$ cat src/rtl/fetch_stage_if.sv
// ---------------------------------------------------------------------------
// fetch_stage_if
// Bundles the signals between the instruction-fetch stage and its
// surroundings: hazard/branch control, instruction memory and the IF/ID
// pipeline register outputs.
//
//   stall          hazard unit: hold PC and IF/ID
//   flush          branch taken in decode: redirect PC, squash IF/ID
//   branch_target  redirect address, valid when flush=1
//   imem_addr      instruction-memory address (the PC register)
//   imem_data      instruction word, combinational read of imem_addr
//   ifid_instr     registered instruction to decode
//   ifid_pc_plus2  registered PC+2 of that instruction
//   ifid_valid     IF/ID holds a real instruction
//   hlt            fetch halted
//   fetch_count    saturating count of valid instructions delivered
//
// modport master : the fetch stage itself
// modport slave  : the surrounding CPU / memory / testbench
// ---------------------------------------------------------------------------
interface fetch_stage_if #(
   parameter int ADDR_W  = 16,
   parameter int INSTR_W = 16
);
   logic               stall;
   logic               flush;
   logic [ADDR_W-1:0]  branch_target;
   logic [ADDR_W-1:0]  imem_addr;
   logic [INSTR_W-1:0] imem_data;
   logic [INSTR_W-1:0] ifid_instr;
   logic [ADDR_W-1:0]  ifid_pc_plus2;
   logic               ifid_valid;
   logic               hlt;
   logic [15:0]        fetch_count;

   modport master (
      input  stall, flush, branch_target, imem_data,
      output imem_addr, ifid_instr, ifid_pc_plus2, ifid_valid, hlt, fetch_count
   );

   modport slave (
      output stall, flush, branch_target, imem_data,
      input  imem_addr, ifid_instr, ifid_pc_plus2, ifid_valid, hlt, fetch_count
   );
endinterface

$ cat src/rtl/fetch_stage.sv
// ---------------------------------------------------------------------------
// fetch_stage
// Instruction-fetch stage of the 5-stage pipeline. Owns the PC, drives the
// instruction-memory address, latches the fetched word into IF/ID, honours
// stall/flush from the hazard and branch logic and freezes fetch when the
// halt opcode is fetched.
//
// Ports:
//   clk  rising-edge clock
//   rst  synchronous, active-high reset
//   bus  fetch_stage_if.master (control inputs, imem port, IF/ID outputs,
//        hlt and fetch_count)
//
// Priority on each edge: rst > flush > stall > normal fetch.
// ---------------------------------------------------------------------------
module fetch_stage #(
   parameter int                ADDR_W     = 16,
   parameter int                INSTR_W    = 16,
   parameter logic [ADDR_W-1:0] RESET_PC   = 16'h0000,
   parameter logic [3:0]        HLT_OPCODE = 4'hF
) (
   input  logic          clk,
   input  logic          rst,
   fetch_stage_if.master bus
);

   typedef enum logic [0:0] {
      ST_RUN    = 1'b0,
      ST_HALTED = 1'b1
   } state_t;

   state_t             state_q, state_d;
   logic [ADDR_W-1:0]  pc_q, pc_d;
   logic [INSTR_W-1:0] ifid_instr_q, ifid_instr_d;
   logic [ADDR_W-1:0]  ifid_pc_plus2_q, ifid_pc_plus2_d;
   logic               ifid_valid_q, ifid_valid_d;
   logic [15:0]        fetch_count_q, fetch_count_d;
   logic               hlt_s;

   logic [ADDR_W-1:0]  pc_plus2_s;
   logic               is_halt_s;

   // Sequential PC increment wraps modulo 2^ADDR_W by construction.
   assign pc_plus2_s = pc_q + ADDR_W'(2);
   assign is_halt_s  = (bus.imem_data[INSTR_W-1 -: 4] == HLT_OPCODE);

   // State register: synchronous reset into RUN.
   always_ff @(posedge clk) begin
      if (rst) begin
         state_q <= ST_RUN;
      end else begin
         state_q <= state_d;
      end
   end

   // Next-state logic: flush always returns to RUN; a halt word is only
   // recognised on an unstalled fetch while running.
   always_comb begin
      state_d = state_q;
      if (bus.flush) begin
         state_d = ST_RUN;
      end else if (bus.stall) begin
         state_d = state_q;
      end else begin
         case (state_q)
            ST_RUN: begin
               if (is_halt_s) begin
                  state_d = ST_HALTED;
               end else begin
                  state_d = ST_RUN;
               end
            end
            ST_HALTED: state_d = ST_HALTED;
            default:   state_d = ST_RUN;
         endcase
      end
   end

   // Output decode of the FSM.
   always_comb begin
      hlt_s = 1'b0;
      case (state_q)
         ST_RUN:    hlt_s = 1'b0;
         ST_HALTED: hlt_s = 1'b1;
         default:   hlt_s = 1'b0;
      endcase
   end

   // Datapath next values: PC, IF/ID register and delivered-instruction count.
   always_comb begin
      pc_d            = pc_q;
      ifid_instr_d    = ifid_instr_q;
      ifid_pc_plus2_d = ifid_pc_plus2_q;
      ifid_valid_d    = ifid_valid_q;
      fetch_count_d   = fetch_count_q;
      if (bus.flush) begin
         // Redirect; whatever was fetched this cycle is on the wrong path.
         pc_d         = bus.branch_target;
         ifid_instr_d = '0;
         ifid_valid_d = 1'b0;
      end else if (bus.stall) begin
         pc_d = pc_q;
      end else if (state_q == ST_RUN) begin
         ifid_instr_d    = bus.imem_data;
         ifid_pc_plus2_d = pc_plus2_s;
         ifid_valid_d    = 1'b1;
         if (fetch_count_q == 16'hFFFF) begin
            fetch_count_d = fetch_count_q;
         end else begin
            fetch_count_d = fetch_count_q + 16'd1;
         end
         // The halt word is delivered, but the PC parks on its address.
         if (is_halt_s) begin
            pc_d = pc_q;
         end else begin
            pc_d = pc_plus2_s;
         end
      end else begin
         // Halted: keep feeding bubbles to decode.
         ifid_instr_d = '0;
         ifid_valid_d = 1'b0;
      end
   end

   // Datapath registers with synchronous reset.
   always_ff @(posedge clk) begin
      if (rst) begin
         pc_q            <= RESET_PC;
         ifid_instr_q    <= '0;
         ifid_pc_plus2_q <= '0;
         ifid_valid_q    <= 1'b0;
         fetch_count_q   <= 16'h0000;
      end else begin
         pc_q            <= pc_d;
         ifid_instr_q    <= ifid_instr_d;
         ifid_pc_plus2_q <= ifid_pc_plus2_d;
         ifid_valid_q    <= ifid_valid_d;
         fetch_count_q   <= fetch_count_d;
      end
   end

   assign bus.imem_addr     = pc_q;
   assign bus.ifid_instr    = ifid_instr_q;
   assign bus.ifid_pc_plus2 = ifid_pc_plus2_q;
   assign bus.ifid_valid    = ifid_valid_q;
   assign bus.hlt           = hlt_s;
   assign bus.fetch_count   = fetch_count_q;

endmodule

$ cat src/flat_wrapper.sv
// flat-port wrapper written by rule: the top's interface ports become plain ports
module fetch_stage_flat 
#(
   parameter int                ADDR_W     = 16,
   parameter int                INSTR_W    = 16,
   parameter logic [ADDR_W-1:0] RESET_PC   = 16'h0000,
   parameter logic [3:0]        HLT_OPCODE = 4'hF
)
  (clk, rst, bus_stall, bus_flush, bus_branch_target, bus_imem_data, bus_imem_addr, bus_ifid_instr, bus_ifid_pc_plus2, bus_ifid_valid, bus_hlt, bus_fetch_count);
  fetch_stage_if #(.ADDR_W(ADDR_W), .INSTR_W(INSTR_W)) bus_i ();
  input  logic clk;
  input  logic rst;
  input wire logic [$bits(bus_i.stall)-1:0] bus_stall;
  input wire logic [$bits(bus_i.flush)-1:0] bus_flush;
  input wire logic [$bits(bus_i.branch_target)-1:0] bus_branch_target;
  input wire logic [$bits(bus_i.imem_data)-1:0] bus_imem_data;
  output wire logic [$bits(bus_i.imem_addr)-1:0] bus_imem_addr;
  output wire logic [$bits(bus_i.ifid_instr)-1:0] bus_ifid_instr;
  output wire logic [$bits(bus_i.ifid_pc_plus2)-1:0] bus_ifid_pc_plus2;
  output wire logic [$bits(bus_i.ifid_valid)-1:0] bus_ifid_valid;
  output wire logic [$bits(bus_i.hlt)-1:0] bus_hlt;
  output wire logic [$bits(bus_i.fetch_count)-1:0] bus_fetch_count;
  assign bus_i.stall = bus_stall;
  assign bus_i.flush = bus_flush;
  assign bus_i.branch_target = bus_branch_target;
  assign bus_i.imem_data = bus_imem_data;
  assign bus_imem_addr = bus_i.imem_addr;
  assign bus_ifid_instr = bus_i.ifid_instr;
  assign bus_ifid_pc_plus2 = bus_i.ifid_pc_plus2;
  assign bus_ifid_valid = bus_i.ifid_valid;
  assign bus_hlt = bus_i.hlt;
  assign bus_fetch_count = bus_i.fetch_count;
  fetch_stage #(.ADDR_W(ADDR_W), .INSTR_W(INSTR_W), .RESET_PC(RESET_PC), .HLT_OPCODE(HLT_OPCODE)) u_core (.clk(clk), .rst(rst), .bus(bus_i));
endmodule
$ cat config.mk
export PLATFORM = sky130hd
export DESIGN_NAME = fetch_stage_flat
export DESIGN_NICKNAME = d
export VERILOG_FILES = /design/src/rtl/fetch_stage_if.sv /design/src/rtl/fetch_stage.sv /design/src/flat_wrapper.sv
export SDC_FILE = /design/constraint.sdc
export NUM_CORES = 1
export LEC_CHECK = 0
export ABC_AREA = 1
export CORE_ASPECT_RATIO = 1.25
export CORE_MARGIN = 10
export CORE_UTILIZATION = 40
export CTS_BUF_LIST = sky130_fd_sc_hd__clkbuf_8
export DETAILED_ROUTE_END_ITERATION = 8
export PLACE_DENSITY = 0.73
export SYNTH_ARGS = -nofsm -noshare
export SYNTH_HDL_FRONTEND = slang
export SYNTH_SLANG_ARGS = --single-unit
$ cat constraint.sdc
create_clock -name clk -period 1.6 [get_ports clk]
set_clock_uncertainty 0.15 [all_clocks]
set_input_delay 0.32 -clock clk [delete_from_list [all_inputs] [get_ports clk]]
set_output_delay 0.32 -clock clk [all_outputs]
set_load 0.01 [all_outputs]
==> results_dict.tcl, run 1 <==
set metrics [dict create \
    ioPinCount 102 \
    yosysUniqueCellTypes 31 \
    slew_violations 0 \
    synth-main-ff-cell "dfxtp_1" \
    die_w_um 101 \
    numCtsBuffers 9 \
    hold_class "in2reg" \
    wirelength_mm 10.3 \
    port_buffers 101 \
    period_share_pct 97.8 \
    p_switching_mw 0.998 \
    clk_pin_slew_ns 0.07 \
    tightest_slew_ns 0.221 \
    cpPeakStageDelay_ns 0.34 \
    cts_max_path_buffers 2 \
    r2r_start "u_core.bus.fetch_count[1]$_SDFFE_PP0P_" \
    min_to "u_core.bus.ifid_instr[12]$_SDFFE_PP0N_" \
    yosysMostFrequentCell "nand2_1" \
    rows 36 \
    maxSlewHeadroom_pct 85.3 \
    worst_setup_path_start_kind "register" \
    cts_tree "built" \
    period_needed_ns 1.56 \
    p_int_mw 3.03 \
    pwr-share-clk_pct 41.4 \
    synthTopCellsByArea "dfxtp_1, nand2_1, nor2_1" \
    yosysSeqAreaShare_pct 40.4 \
    grt_usage_pct 16.7 \
    p_seq_share_pct 43.9 \
    swShare_pct 24.8 \
    async_flop_share_pct 0 \
    crit_chain "buf_4 > dlygate4sd2_1" \
    synth-edff-count 0 \
    initial_utilization_pct 41.5 \
    synth_xor_area_share_pct 3.75 \
    grt_start_max_net_pins 24 \
    leakage_nw 2.37 \
    fmax_mhz 639 \
    cp_num_buf_inv 2 \
    synth_fa_ha_area_share_pct 0.765 \
    overflow 0 \
    clk_latency_ns 0.34 \
    worstHoldStart "bus_imem_data[12]" \
    critical_path_class "reg2out" \
    netlist_instances 476 \
    reg2reg_to "u_core.bus.fetch_count[11]$_SDFFE_PP0P_" \
    crit_family "buffers and inverters" \
    grt_pass1_wl_mm 16.6 \
    peakVddDrop_v 0.000651 \
    final_core_util_pct 64.0 \
    synth-compound-area-share_pct 13.0 \
    synthSimpleGateAreaFrac_pct 33.2 \
    synth_top_area_share_pct 40.4 \
    ff2ff_path_depth 9 \
    finalWorstSetupSlack_ns 0.0356 \
    synth_top_area_cell "dfxtp_1" \
    die-area_sq_um 12200 \
    first_iter_violations 125 \
    cts_root_buf "clkbuf_8" \
    dp.final_hpwl_mm 7.84 \
    combinationalPowerShare_pct 14.7 \
    cts_sinks 66 \
    status "complete, no violations" \
    worstPathRequired_ns 1.13 \
    ys_top_cells_by_count "nand2_1, nor2_1, dfxtp_1" \
    setup-violations-final 0 \
    hold_viol 0 \
    syn2layout_area_growth_pct 54.1 \
    yosysWarnings 0 \
    p_per_area_nw_per_um2 798 \
    antennaDiodeCount 0 \
    dp_slack_ns -0.346 \
    end_kind "output port" \
    num_vias 3519 \
    syn_area_per_cell_sq_um 6.87 \
    cp_max_fo 3 \
    htreeDepth 3 \
    syn_nets 514 \
    yosys_register_bits 66 \
    fin_nets 663 \
    synth_mux_area_share_pct 0 \
    core_sq_um 7880 \
    drc_errors 0 \
    antenna_found_initial 0 \
    hold-path-cell-count 3 \
    antenna_left 0 \
    cts_hold_buf 0 \
    grt_pass1_vias 3437 \
    dieHeight_um 121 \
    maxCapViolCount 0 \
    synth_area_sq_um 3270 \
    vias_per_cell 4.85 \
    power_mw 4.03 \
    r2r_slack_ns 0.08 \
    slowest_stage "dfxtp_2" \
    routedWlPerCell_um 14.2 \
    synth_top_family_by_area "simple AND/OR/NAND/NOR gates" \
    drive_above_1_share_pct 22.1 \
    gp_congestion 0.878 \
    firstDrtPassIters 4 \
    nFillCells 698 \
    crit_arrival_ns 1.09 \
]
## timing repair
action                                  CTS  global route
buffers inserted                          0             2
endpoints found under the setup margin   66            34
pin swaps                                 0            12
gates resized for setup                  75            57
## flip-flops by register name, indices dropped and copies added, names as in the netlist
signal,cells
u_core.state_q,1
u_core.bus.ifid_valid,1
u_core.bus.ifid_instr,16
u_core.bus.imem_addr,16
u_core.bus.ifid_pc_plus2,16
u_core.bus.fetch_count,16
## worst max-delay path by stage
stage	from	slack, ns	cells past startpoint	to
after floorplan	u_core.bus.fetch_count[1]$_SDFFE_PP0P_	0.01	9	u_core.bus.fetch_count[11]$_SDFFE_PP0P_
after global placement	bus_imem_data[15]	-0.29	8	u_core.bus.imem_addr[7]$_SDFFE_PP0P_
after detailed placement	bus_imem_data[14]	-0.35	8	u_core.bus.imem_addr[9]$_SDFFE_PP0P_
after CTS	u_core.bus.fetch_count[6]$_SDFFE_PP0P_	0.0005	2	bus_fetch_count[6]
after global routing	bus_imem_data[15]	-0.006	9	u_core.bus.imem_addr[6]$_SDFFE_PP0P_
final	u_core.bus.fetch_count[1]$_SDFFE_PP0P_	0.04	2	bus_fetch_count[1]
## area by class of cell
cell class                 instances  area, sq um  area share, %
multi-input combinational        348         1770           35.0
timing repair buffer             156         1410           27.9
sequential                        66         1350           26.8
inverter                          44          170           3.37
clock buffer                       9          124           2.46
tap                               95          119           2.36
clock inverter                     7          109           2.16
## power groups by stage
stage | clock network (mW) | registers (mW) | logic [mW]
6_report | 1.67 | 1.77 | 0.594
5_1_grt | 1.75 | 1.78 | 0.658
4_1_cts | 1.68 | 1.77 | 0.586
3_5_place_dp | 0 | 1.80 | 0.628
2_1_floorplan | 0 | 1.83 | 0.244
3_3_place_gp | 0 | 1.80 | 0.620
## stage by stage
| stage | instance area [sq um] | cells | hold WS, ns | TNS, ns |
|---|---|---|---|---|
| 2_1_floorplan | 3290 | 476 | 0.313 | 0 |
| 3_3_place_gp | 4750 | 707 | 0.294 | -10.56 |
| 3_5_place_dp | 4750 | 707 | 0.305 | -11.86 |
| 4_1_cts | 4910 | 723 | 0.313 | 0 |
| 5_1_grt | 5040 | 725 | 0.140 | -0.0102 |
| 6_report | 5040 | 725 | 0.126 | 0 |
## worst register-to-register path, cell delays in order (launching register included)
cell,delay [ns]
dfxtp_2,0.36
ha_4,0.14
inv_2,0.04
nor2_4,0.11
nand2_4,0.08
nor2_4,0.14
nor2_8,0.08
buf_4,0.14
a21oi_1,0.12
nor2_1,0.06
## layer usage
metal,track usage [%],vias up,wire length [um]
met3,5.07,17,589
met4,6.46,0,254
met2,29.6,91,5280
li1,-,1793,-
met1,18.1,1618,4180
met5,0,-,0
## kinds of logic (layout without fill, tap and decap cells)
group,Yosys count,in the layout
compound gates,75,75
buf+inv,62,216
simple gates,257,257
xor+xnor,14,14
fa+ha+maj,2,2
flops,66,66
## cell usage in the layout, fill, tap and decap left out, drive strengths merged
cell and count:
a211oi 3, a31oi 4, nand3 11, nand4 7
xnor2 6, bufinv 3, nand3b 2, o211ai 2
ha 2, clkdlybuf4s50 31, inv 44, a21oi 39
o21ai 27, nor3 2, dlymetal6s2s 4, nor2 77
clkdlybuf4s15 3, xor2 8, dfxtp 66, nand2 158
buf 55, clkinv 4, clkbuf 12, dlygate4sd2 60
No activity file was read; power rests on OpenSTA's default activity.
==> run 2: changes to the inputs <==
--- a/config.mk
+++ b/config.mk
@@ -8,10 +8,10 @@
 export ABC_AREA = 1
 export CORE_ASPECT_RATIO = 1.25
 export CORE_MARGIN = 10
-export CORE_UTILIZATION = 40
+export CORE_UTILIZATION = 44
 export CTS_BUF_LIST = sky130_fd_sc_hd__clkbuf_8
 export DETAILED_ROUTE_END_ITERATION = 8
-export PLACE_DENSITY = 0.73
+export PLACE_DENSITY = 0.79
 export SYNTH_ARGS = -nofsm -noshare
 export SYNTH_HDL_FRONTEND = slang
 export SYNTH_SLANG_ARGS = --single-unit
==> results_dict.tcl, run 2 (synthesis gave the netlist of run 1 again) <==
set metrics [dict create \
    grt_pass1_vias 3481 \
    top_usage_layer "met2" \
    period_share_pct 96.8 \
    rows 35 \
    cts_hold_buf 0 \
    cp_max_fo 4 \
    period_needed_ns 1.55 \
    rsz0062_at_grt "true" \
    gr-usage-met1_pct 19.6 \
    final_core_util_pct 67.6 \
    syn2layout_area_growth_pct 51.2 \
    grt_start_max_net_pins 20 \
    fmax_mhz 646 \
    grt_pass1_wl_mm 16.9 \
    final_cell_mix "nand2_1, nor2_1, dlygate4sd2_1" \
    antenna_found_initial 0 \
    first_iter_violations 195 \
    leakage_nw 2.28 \
    core_sq_um 7310 \
    antennaDiodeCount 0 \
    clk_pin_slew_ns 0.07 \
    initial_utilization_pct 44.7 \
    fin_area_sq_um 4950 \
    final_common_cell "nand2_1" \
    routedWlPerCell_um 14.8 \
    firstDrtPassIters 4 \
    drive_above_1_share_pct 20.4 \
    grt_usage_pct 18.4 \
    slew_violations 0 \
    wirelength_mm 10.6 \
    maxCapViolCount 0 \
    slowest_stage "dfxtp_1" \
    hold_class "reg2reg" \
    tightest_slew_ns 0.252 \
    die-area_sq_um 11300 \
    cts_root_buf "clkbuf_8" \
    htreeDepth 3 \
    ioPinCount 102 \
    finalWorstSetupSlack_ns 0.0509 \
    cp_num_buf_inv 2 \
    met2_usage_pct 32.9 \
    cts_max_path_buffers 2 \
    crit_chain "buf_4 > dlygate4sd2_1" \
    peakVddDrop_v 0.000438 \
    cts_sinks 66 \
    dp_slack_ns -0.320 \
    end_kind "output port" \
    num_vias 3527 \
    critical_path_class "reg2out" \
    worstPathRequired_ns 1.13 \
    clk_latency_ns 0.35 \
    antenna_left 0 \
    dieHeight_um 116 \
    worst_setup_path_start_kind "register" \
    hold_viol 0 \
    fin_nets 661 \
    status "complete, no violations" \
    use_met3_pct 5.74 \
    p_per_area_nw_per_um2 767 \
    maxSlewHeadroom_pct 83.1 \
    dp.final_hpwl_mm 8.05 \
    numCtsBuffers 9 \
    detailed_place.area_sq_um 4730 \
    overflow 0 \
    port_buffers 101 \
    setup-violations-final 0 \
    cts_tree "built" \
    cpPeakStageDelay_ns 0.31 \
    gp_congestion 0.872 \
    die_w_um 97.1 \
    vias_per_cell 4.91 \
    drc_errors 0 \
    fin_tns_setup_ns 0 \
    crit_family "buffers and inverters" \
    crit_arrival_ns 1.08 \
    power_mw 3.79 \
]
-- run 2: what timing repair did --
action,in CTS,in global routing
setup endpoints to repair,67,34
cloned,0,0
setup buffers,0,2
pin swaps,0,4
gates resized for setup,76,45
-- run 2: layer usage --
| metal | vias to the layer above | part of all wire, % |
|---|---|---|
| met5 | - | 0 |
| li1 | 1792 | - |
| met2 | 122 | 51 |
| met4 | 0 | 2.9 |
| met1 | 1586 | 39 |
| met3 | 27 | 6.8 |
-- run 2: worst paths after layout --
kind                                               start  depth (start not counted)  slack (ns)                                endpoint
setup / recovery  u_core.bus.fetch_count[7]$_SDFFE_PP0P_                          2        0.05                      bus_fetch_count[7]
hold / removal    u_core.bus.ifid_instr[15]$_SDFFE_PP0N_                          2        0.31  u_core.bus.ifid_instr[15]$_SDFFE_PP0N_
setup reg to reg    u_core.bus.imem_addr[5]$_SDFFE_PP0P_                          6        0.07    u_core.bus.imem_addr[9]$_SDFFE_PP0P_
hold reg to reg   u_core.bus.ifid_instr[15]$_SDFFE_PP0N_                          2        0.31  u_core.bus.ifid_instr[15]$_SDFFE_PP0N_
-- run 2: worst register-to-register path: cells and delay by family (launching register included) --
| family | cells | cell delay (ns) |
|---|---|---|
| AOI/OAI and AO/OA | 1 | 0.14 |
| and+or+nand+nor | 4 | 0.52 |
| xor gates and xnor gates | 1 | 0.25 |
| DFF | 1 | 0.41 |
-- run 2: layout make-up --
type,count,area [sq um]
Multi-Input combinational cell,348,1760
Fill cell,625,2370
Tap cell,92,115
Timing Repair Buffer,154,1370
Inverter,44,170
Sequential cell,66,1340
Clock buffer,11,151
Clock inverter,3,41.3
-- run 2: stage by stage --
step	hold WS, ns	instances
finish	0.310	718
global route	0.334	718
CTS	0.313	716
detailed placement	0.305	702
global placement	0.295	702
floorplan	0.313	476
-- run 2: power by group --
group,internal (mW),switching (mW)
clock,0.783,0.640
sequential,1.71,0.0526
combinational,0.294,0.309
total,2.79,1.00
==> run 3: changes to the inputs <==
--- a/config.mk
+++ b/config.mk
@@ -8,10 +8,11 @@
 export ABC_AREA = 1
 export CORE_ASPECT_RATIO = 1.25
 export CORE_MARGIN = 10
-export CORE_UTILIZATION = 44
+export CORE_UTILIZATION = 59
 export CTS_BUF_LIST = sky130_fd_sc_hd__clkbuf_8
 export DETAILED_ROUTE_END_ITERATION = 8
-export PLACE_DENSITY = 0.79
+export DONT_BUFFER_PORTS = 1
+export PLACE_DENSITY = 0.78
 export SYNTH_ARGS = -nofsm -noshare
 export SYNTH_HDL_FRONTEND = slang
 export SYNTH_SLANG_ARGS = --single-unit
==> results_dict.tcl, run 3 (synthesis gave the netlist of run 1 again) <==
set metrics [dict create \
    hold_viol 39 \
    rsz0062_at_grt "true" \
    dp_slack_ns 0.00635 \
    peakVddDrop_v 0.000695 \
    drc_errors 0 \
    end_kind "register" \
    antennaDiodeCount 0 \
    failed_checks "hold timing" \
    period_needed_ns 1.59 \
    first_iter_violations 234 \
    antenna_left 0 \
    p_per_area_nw_per_um2 886 \
    numCtsBuffers 9 \
    cts_tree "built" \
    r2r_start "u_core.bus.fetch_count[0]$_SDFFE_PP0P_" \
    htreeDepth 3 \
    grt_usage_pct 21.0 \
    ioPinCount 102 \
    wirelength_mm 9.87 \
    tightest_slew_ns 0.589 \
    cts_sinks 66 \
    ff_latch_area_sq_um 1330 \
    crit_arrival_ns 1.74 \
    firstDrtPassIters 4 \
    holdWs_ns -0.126 \
    grt_pass1_wl_mm 15.1 \
    grt_pass1_vias 3121 \
    crit_top_cell "nand2_1" \
    worstPathRequired_ns 1.74 \
    cts_root_buf "clkbuf_8" \
    fin_nets 579 \
    initial_utilization_pct 60.5 \
    period_share_pct 99.5 \
    drive_above_1_share_pct 23.1 \
    clk_latency_ns 0.35 \
    critical_path_class "reg2reg" \
    crit_chain "ha_4 > inv_4 > nor2_4 > nand2_2 > nor2_4 > nor2_8 > buf_4 > nand2_1 > nand2_1 > nand2_1 > nor2_1" \
    slowest_stage "dfxtp_4" \
    final_cell_mix "nand2_1, nor2_1, dfxtp_1" \
    worstHoldStart "rst" \
    dieHeight_um 103 \
    maxCapViolCount 0 \
    nFillCells 378 \
    cts_hold_buf 20 \
    fmax_mhz 628 \
    worst_setup_path_start_kind "register" \
    port_buffers 0 \
    multi_input_area_sq_um 1770 \
    slew_violations 0 \
    cpPeakStageDelay_ns 0.36 \
    maxSlewHeadroom_pct 60.6 \
    hold_class "in2reg" \
    leakage_nw 1.73 \
    antenna_found_initial 0 \
    grt_start_max_net_pins 41 \
    setup-violations-final 0 \
    status "finished with violations" \
    crit_path_start "u_core.bus.fetch_count[0]$_SDFFE_PP0P_" \
    rows 30 \
    finalWorstSetupSlack_ns 0.00729 \
    gp_congestion 0.855 \
    core_sq_um 5410 \
    cts_max_path_buffers 2 \
    routedWlPerCell_um 16.2 \
    die_w_um 86.6 \
    cp_max_fo 8 \
    die-area_sq_um 8940 \
    final_common_cell "nand2_1" \
    power_mw 3.72 \
    clk_pin_slew_ns 0.08 \
    num_vias 3269 \
    syn2layout_area_growth_pct 28.3 \
    dp.final_hpwl_mm 6.63 \
    vias_per_cell 5.36 \
    overflow 0 \
]
==> run 3: critical path, delay by kind of cell, from the launching register on <==
family	cells	cell delay [ns]
simple gates	8	0.64
buf+inv	2	0.22
flops	1	0.36
fa+ha+maj	1	0.17
==> run 3: where the power goes <==
part	internal (mW)	leakage [nW]	switching, mW
combinational	0.184	1.08	0.240
sequential	1.71	0.542	0.0771
clock	0.811	0.103	0.696
==> run 3: what timing repair did <==
item                                    CTS  global route
pin swaps                                 0            12
endpoints found under the setup margin    4            34
resized for setup                         1            40
cloned                                    0             1
setup buffers                             1             7
endpoints found under the hold margin    58            32
==> run 3: path summary, 6_finish.rpt <==
kind,cells past startpoint,end,slack [ns]
max,11,u_core.bus.fetch_count[12]$_SDFFE_PP0P_,0.007
min,1,u_core.bus.fetch_count[2]$_SDFFE_PP0P_,-0.13
max reg2reg,11,u_core.bus.fetch_count[12]$_SDFFE_PP0P_,0.007
min reg2reg,2,u_core.bus.fetch_count[2]$_SDFFE_PP0P_,0.36
==> run 3: cell type report <==
class | count | share of cell area, %
clock buffers | 11 | 3.61
clock inverters | 5 | 1.43
inverters | 44 | 4.23
multi-input cells | 348 | 42.3
flip-flops and latches | 66 | 31.7
well taps | 64 | 1.91
repair buffers | 71 | 14.7
repair inverters | 1 | 0.149
==> run 3: metal layers <==
metal	GRT usage (%)	share of wire [%]	up-vias
met3	5.88	8.4	17
li1	-	-	1624
met4	10.4	2.3	0
met5	0	0	-
met2	37.2	53	125
met1	22.4	37	1503
==> run 3: per-stage QoR <==
| stage | util, % | instances | setup TNS (ns) | instance area [sq um] |
|---|---|---|---|---|
| after floorplan | - | 476 | 0 | 3290 |
| after CTS | 74.1 | 602 | -0.00385 | 4010 |
| after global routing | 77.6 | 610 | -0.257 | 4200 |
| after detailed placement | 66.1 | 565 | 0 | 3570 |
| after global placement | 66.1 | 565 | 0 | 3570 |
| final | 77.6 | 610 | 0 | 4200 |
